--- src/rtl/bus_gate_arb_if.sv ---
// rtl/bus_gate_arb_if.sv - request/gate-enable bundle between bus drivers and the gate arbiter
interface bus_gate_arb_if #(
    parameter int N     = 4,
    parameter int IDX_W = 3
);
    logic [N-1:0]     req;
    logic [N-1:0]     en;
    logic [IDX_W-1:0] drv_idx;
    logic             busy;
    logic             timeout;

    // Arbiter side: consumes requests, drives the tri-state gate enables.
    modport master (
        input  req,
        output en,
        output drv_idx,
        output busy,
        output timeout
    );

    // Requester side: raises requests, observes the gates.
    modport slave (
        output req,
        input  en,
        input  drv_idx,
        input  busy,
        input  timeout
    );
endinterface

--- src/rtl/bus_gate_arb.sv ---
// rtl/bus_gate_arb.sv - round-robin break-before-make arbiter for tri-state bus gate enables
// Optional hold limit with sticky timeout flag: define BUS_ARB_TIMEOUT_EN.
module bus_gate_arb #(
    parameter int N        = 4,
    parameter int MAX_HOLD = 8,
    parameter int IDX_W    = 3
) (
    input  logic            clk,
    input  logic            rst_n,
    bus_gate_arb_if.master  bus
);
    if (N < 2 || N > 8 || (1 << IDX_W) < N || MAX_HOLD < 2) begin : g_bad_cfg
        $error("bus_gate_arb: illegal parameter combination");
    end

    typedef enum logic [1:0] {
        IDLE  = 2'd0,
        DRIVE = 2'd1,
        TURN  = 2'd2
    } state_t;

    localparam logic [N-1:0] ONE = N'(1);

    state_t           state, state_n;
    logic [N-1:0]     en_q, en_n;
    logic [IDX_W-1:0] idx_q, idx_n;
    logic             busy_q, busy_n;
    logic [IDX_W-1:0] ptr_q, ptr_n;
    logic             found;
    logic [IDX_W-1:0] win;
    logic             owner_req;
    logic             release_grant;
    logic [IDX_W-1:0] ptr_next;

`ifdef BUS_ARB_TIMEOUT_EN
    localparam int CNT_W = $clog2(MAX_HOLD + 1);
    logic [CNT_W-1:0] cnt_q, cnt_n;
    logic             timeout_q, timeout_n;
    logic             expired;
`endif

    // First set request at or above ptr, wrapping modulo N.
    always_comb begin
        int j;
        found = 1'b0;
        win   = '0;
        j     = 0;
        for (int i = 0; i < N; i++) begin
            j = int'(ptr_q) + i;
            if (j >= N) j = j - N;
            if (!found && ((req_vec() & (ONE << j)) != '0)) begin
                found = 1'b1;
                win   = IDX_W'(j);
            end
        end
    end

    function automatic logic [N-1:0] req_vec();
        return bus.req;
    endfunction

    // en is one-hot on the owner, so this picks out req[w] without an index.
    assign owner_req = |(bus.req & en_q);
    assign ptr_next  = (idx_q == IDX_W'(N - 1)) ? '0 : idx_q + IDX_W'(1);

`ifdef BUS_ARB_TIMEOUT_EN
    assign expired       = (cnt_q == CNT_W'(MAX_HOLD));
    assign release_grant = !owner_req || expired;
`else
    assign release_grant = !owner_req;
`endif

    always_comb begin
        state_n = state;
        en_n    = en_q;
        idx_n   = idx_q;
        busy_n  = busy_q;
        ptr_n   = ptr_q;
`ifdef BUS_ARB_TIMEOUT_EN
        cnt_n     = cnt_q;
        timeout_n = timeout_q;
`endif
        case (state)
            DRIVE: begin
                if (release_grant) begin
                    state_n = TURN;
                    en_n    = '0;
                    idx_n   = '0;
                    busy_n  = 1'b0;
                    ptr_n   = ptr_next;
`ifdef BUS_ARB_TIMEOUT_EN
                    cnt_n = '0;
                    if (owner_req) timeout_n = 1'b1;
`endif
                end else begin
`ifdef BUS_ARB_TIMEOUT_EN
                    cnt_n = cnt_q + CNT_W'(1);
`endif
                end
            end
            default: begin
                // IDLE and TURN arbitrate identically; en is already zero here.
                if (found) begin
                    state_n = DRIVE;
                    en_n    = ONE << win;
                    idx_n   = win;
                    busy_n  = 1'b1;
`ifdef BUS_ARB_TIMEOUT_EN
                    cnt_n = CNT_W'(1);
`endif
                end else begin
                    state_n = IDLE;
                    en_n    = '0;
                    idx_n   = '0;
                    busy_n  = 1'b0;
                end
            end
        endcase
    end

    always_ff @(posedge clk or negedge rst_n) begin
        if (!rst_n) begin
            state  <= IDLE;
            en_q   <= '0;
            idx_q  <= '0;
            busy_q <= 1'b0;
            ptr_q  <= '0;
`ifdef BUS_ARB_TIMEOUT_EN
            cnt_q     <= '0;
            timeout_q <= 1'b0;
`endif
        end else begin
            state  <= state_n;
            en_q   <= en_n;
            idx_q  <= idx_n;
            busy_q <= busy_n;
            ptr_q  <= ptr_n;
`ifdef BUS_ARB_TIMEOUT_EN
            cnt_q     <= cnt_n;
            timeout_q <= timeout_n;
`endif
        end
    end

    assign bus.en      = en_q;
    assign bus.drv_idx = idx_q;
    assign bus.busy    = busy_q;
`ifdef BUS_ARB_TIMEOUT_EN
    assign bus.timeout = timeout_q;
`else
    assign bus.timeout = 1'b0;
`endif
endmodule

--- src/flat_wrapper.sv ---
// flat-port wrapper written by rule: the top's interface ports become plain ports
module bus_gate_arb_flat 
#(
    parameter int N        = 4,
    parameter int MAX_HOLD = 8,
    parameter int IDX_W    = 3
)
  (clk, rst_n, bus_req, bus_en, bus_drv_idx, bus_busy, bus_timeout);
  bus_gate_arb_if #(.N(N), .IDX_W(IDX_W)) bus_i ();
  input  logic clk;
  input  logic rst_n;
  input wire logic [$bits(bus_i.req)-1:0] bus_req;
  output wire logic [$bits(bus_i.en)-1:0] bus_en;
  output wire logic [$bits(bus_i.drv_idx)-1:0] bus_drv_idx;
  output wire logic [$bits(bus_i.busy)-1:0] bus_busy;
  output wire logic [$bits(bus_i.timeout)-1:0] bus_timeout;
  assign bus_i.req = bus_req;
  assign bus_en = bus_i.en;
  assign bus_drv_idx = bus_i.drv_idx;
  assign bus_busy = bus_i.busy;
  assign bus_timeout = bus_i.timeout;
  bus_gate_arb #(.N(N), .MAX_HOLD(MAX_HOLD), .IDX_W(IDX_W)) u_core (.clk(clk), .rst_n(rst_n), .bus(bus_i));
endmodule
--- config.mk ---
export PLATFORM = sky130hd
export DESIGN_NAME = bus_gate_arb_flat
export DESIGN_NICKNAME = d
export VERILOG_FILES = /design/src/rtl/bus_gate_arb_if.sv /design/src/rtl/bus_gate_arb.sv /design/src/flat_wrapper.sv
export SDC_FILE = /design/constraint.sdc
export NUM_CORES = 1
export LEC_CHECK = 0
export CAP_MARGIN = 20
export CORE_MARGIN = 1
export CORE_UTILIZATION = 45
export CTS_CLUSTER_SIZE = 40
export DETAILED_ROUTE_END_ITERATION = 10
export HOLD_SLACK_MARGIN = 0.02
export PLACE_DENSITY = 0.69
export SYNTH_ARGS = -nofsm -noshare
export SYNTH_HDL_FRONTEND = slang
export SYNTH_SLANG_ARGS = --single-unit
export TNS_END_PERCENT = 30
--- constraint.sdc ---
create_clock -name clk -period 4.22 [get_ports clk]
set_input_delay 0.422 -clock clk [delete_from_list [all_inputs] [get_ports clk]]
set_output_delay 0.422 -clock clk [all_outputs]
set_load 0.05 [all_outputs]
==> results.toml <==
[final_layout]
num-fill-cells = 177
finish.utilization_pct = 56.8
seq_area_um2 = 300
drive_gt1_share_pct = 5.88
area_growth_pct = 18.3
num_antenna_cells = 0
fin_nets = 138
multiInputGateArea_um2 = 617
final_cell_area_um2 = 1130

[worst_setup_path]
cp-start-kind = "flop"
worstSetupPathType = "flop to flop"
worst-path-max-fanout = 10
reg2reg_depth = 7
cp.arrival_ns = 2.71
cp-end-kind = "flop"
cp.required_ns = 4.40

[timing]
setup_viol = 0
hold_viol_final = 0
fin_crit_ns = 2.53
period_share_pct = 60.0
fmax_mhz = 395
rsz0062_at_grt = "false"
relSlewSlack_pct = 64.1
slew_viol_final = 0
fin_hold_ws_ns = 0.498
fin_worst_skew_ns = 0.00171
worstMarginPinSlew_ns = 0.537
tns_ns = 0

[routing]
drtPass1Iterations = 4
wl_met2_mm = 1.03
top_layer = "met4"
viasPerCell = 5.97
wirelength_mm = 2.17
drc_errors = 0
drt_iter0_drc = 37
route.layer.met1.wl_um = 971
vias = 872
wire_per_inst_um = 14.8
wl_met3_um = 149
antenna_left = 0

[floorplan]
io_pins = 15
die_h_um = 48
num_rows = 16
die-area_um2 = 2300
core_area_um2 = 1980
dieWidth_um = 48
initial_core_util_pct = 48.0

[place]
portBuffers = 13
dp.final_hpwl_mm = 1.73
place_area_um2 = 1100
place_congestion = 0.809

[clock_network]
cts_tree = "yes"
clkLatencyLatePin_ns = 0.27
holdBufCountCts = 0
post_cts_resized = 0
cts-buffers-inserted = 3
cts.htree.levels = 1
clockBufferDepth = 2
post_cts.repair.setup_buffers = 0
cts_root_buf = "clkbuf_4"
clkSinkCount = 12
clk_pin_slew_ns = 0.07

[global_routing]
antenna_found_initial = 0
grt_pass1_vias = 788
grt_overflow_total = 0
grt_max_degree = 13
grt_pass1_wl_mm = 3.52
grt_usage_pct = 22.3

[flow_run]
cap_violations = 0

[pwr]
p_comb_share_pct = 70.3
pwr-share-clk_pct = 7.3
total_power_mw = 0.942
p_leak_nw = 0.493
ir_worst_vdd_v = 0.000417
p_sw_share_pct = 53.3
internal_power_mw = 0.440
p_seq_share_pct = 22.3
power_density_nw_per_um2 = 837
power.switching_mw = 0.502

[min_path]
hp-class = "input pin to asynchronous set/reset pin"

[synth]
avgSynthCellArea_um2 = 9.07
syn_inst = 105
seq_area_frac_synth_pct = 31.5
syn-num-nets = 122
synth_seq_cells = 12
yosysWarnings = 0
synth-main-ff-cell = "dfrtp_1"
synth-edff-count = 0
ys_types = 37
syn-cell-area_um2 = 952
synthArstFlopShare_pct = 100

[status]
status = "finished clean"
## critical path, cell delays in order (launching register included)
cell and delay, ns:
dfrtp_1 0.52, inv_1 0.17, ha_1 0.25, a222oi_1 0.48, nand2_1 0.20, o41ai_2 0.36, a221oi_1 0.18, o31ai_1 0.27
## stage by stage
stage	instances	setup slack, ns
after floorplan	105	1.99
after global placement	143	1.66
after detailed placement	143	1.66
after CTS	146	1.70
after global routing	146	1.43
final	146	1.69
## metal layers
metal | track usage [%] | up-vias
met5 | 0 | -
met2 | 34.3 | 32
met4 | 8.33 | 0
met1 | 30.9 | 413
met3 | 4.53 | 2
li1 | - | 425
## cell usage after synthesis, types with 2 or more instances
cell type	number	area share (%)
nor2_1	3	1.2
nor3_1	2	1.1
a21oi_2	2	1.8
a221oi_1	2	1.8
ha_1	11	14
a22o_1	2	1.8
and2_1	2	1.3
a221o_1	2	2.1
inv_1	6	2.4
a222oi_1	2	2.1
o211ai_1	2	1.6
o31ai_1	4	3.2
o21ai_0	9	4.7
dfrtp_1	12	32
a32oi_1	2	1.8
nand2b_1	2	1.3
xor2_1	2	1.8
a22oi_1	3	2.4
nand2_1	16	6.3
a32o_1	2	2.1
## path summary, 6_finish.rpt
kind / slack, ns / to / start
min in group clk: 0.54 / u_core.bus.en[0] / u_core.bus.en[0]
max in group asynchronous: 3.37 / u_core.bus.drv_idx[0] / rst_n
worst max register to register: 1.69 / u_core.bus.en[2] / u_core.ptr_q[1]
worst min-delay path: 0.50 / u_core.ptr_q[0] / rst_n
worst min register to register: 0.54 / u_core.bus.en[0] / u_core.bus.en[0]
worst max-delay path: 1.69 / u_core.bus.en[2] / u_core.ptr_q[1]
## power by group through the flow
stage / sequential, mW / combinational, mW / clock, mW
2_1_floorplan: 0.273 / 0.444 / 0
3_3_place_gp: 0.212 / 0.649 / 0
3_5_place_dp: 0.213 / 0.656 / 0
4_1_cts: 0.211 / 0.661 / 0.0713
5_1_grt: 0.220 / 0.731 / 0.0750
6_report: 0.211 / 0.662 / 0.0692
## cells in the final DEF, fill, tap and decap left out, drive strengths merged
cell           synthesis  layout
a21boi                 1       1
a21o                   1       1
a21oi                  3       3
a221o                  2       2
a221oi                 2       2
a222oi                 2       2
a22o                   2       2
a22oi                  3       3
a31oi                  1       1
a32o                   2       2
a32oi                  2       2
and2                   2       2
and3                   1       1
and3b                  1       1
clkbuf                 1       3
clkdlybuf4s50          0      13
conb                   1       1
dfrtp                 12      12
ha                    11      11
inv                    6       6
nand2                 16      16
nand2b                 2       2
nand4                  1       1
nor2                   3       3
nor2b                  1       1
nor3                   2       2
o211ai                 2       2
o21ai                 10      10
o31a                   1       1
o31ai                  5       5
o41ai                  1       1
or2                    1       1
or3                    1       1
xor2                   2       2
## logic make-up (layout without fill, tap and decap cells)
| group | count (synthesis) | count (layout) | share of synthesized area (%) |
|---|---|---|---|
| AOI/OAI and AO/OA | 40 | 40 | 32.7 |
| and+or+nand+nor | 31 | 31 | 15.4 |
| DFF | 12 | 12 | 31.5 |
| adders and majority gates | 11 | 11 | 14.5 |
| buffers and inverters | 8 | 22 | 3.68 |
| xor gates and xnor gates | 2 | 2 | 1.84 |
| other | 1 | 1 | 0.394 |
## final cells by class
cell class	count	area share, %
flip-flops and latches	12	26.7
well taps	27	3.00
inverters	6	2.00
clock buffers	3	2.00
multi-input cells	85	54.8
repair buffers	13	11.6
## registers in the layout (all words and copies together) (netlist names)
name                count
u_core.bus.en           4
u_core.ptr_q            3
u_core.bus.drv_idx      3
u_core.state            2
Power figures use the tool's default switching activity.
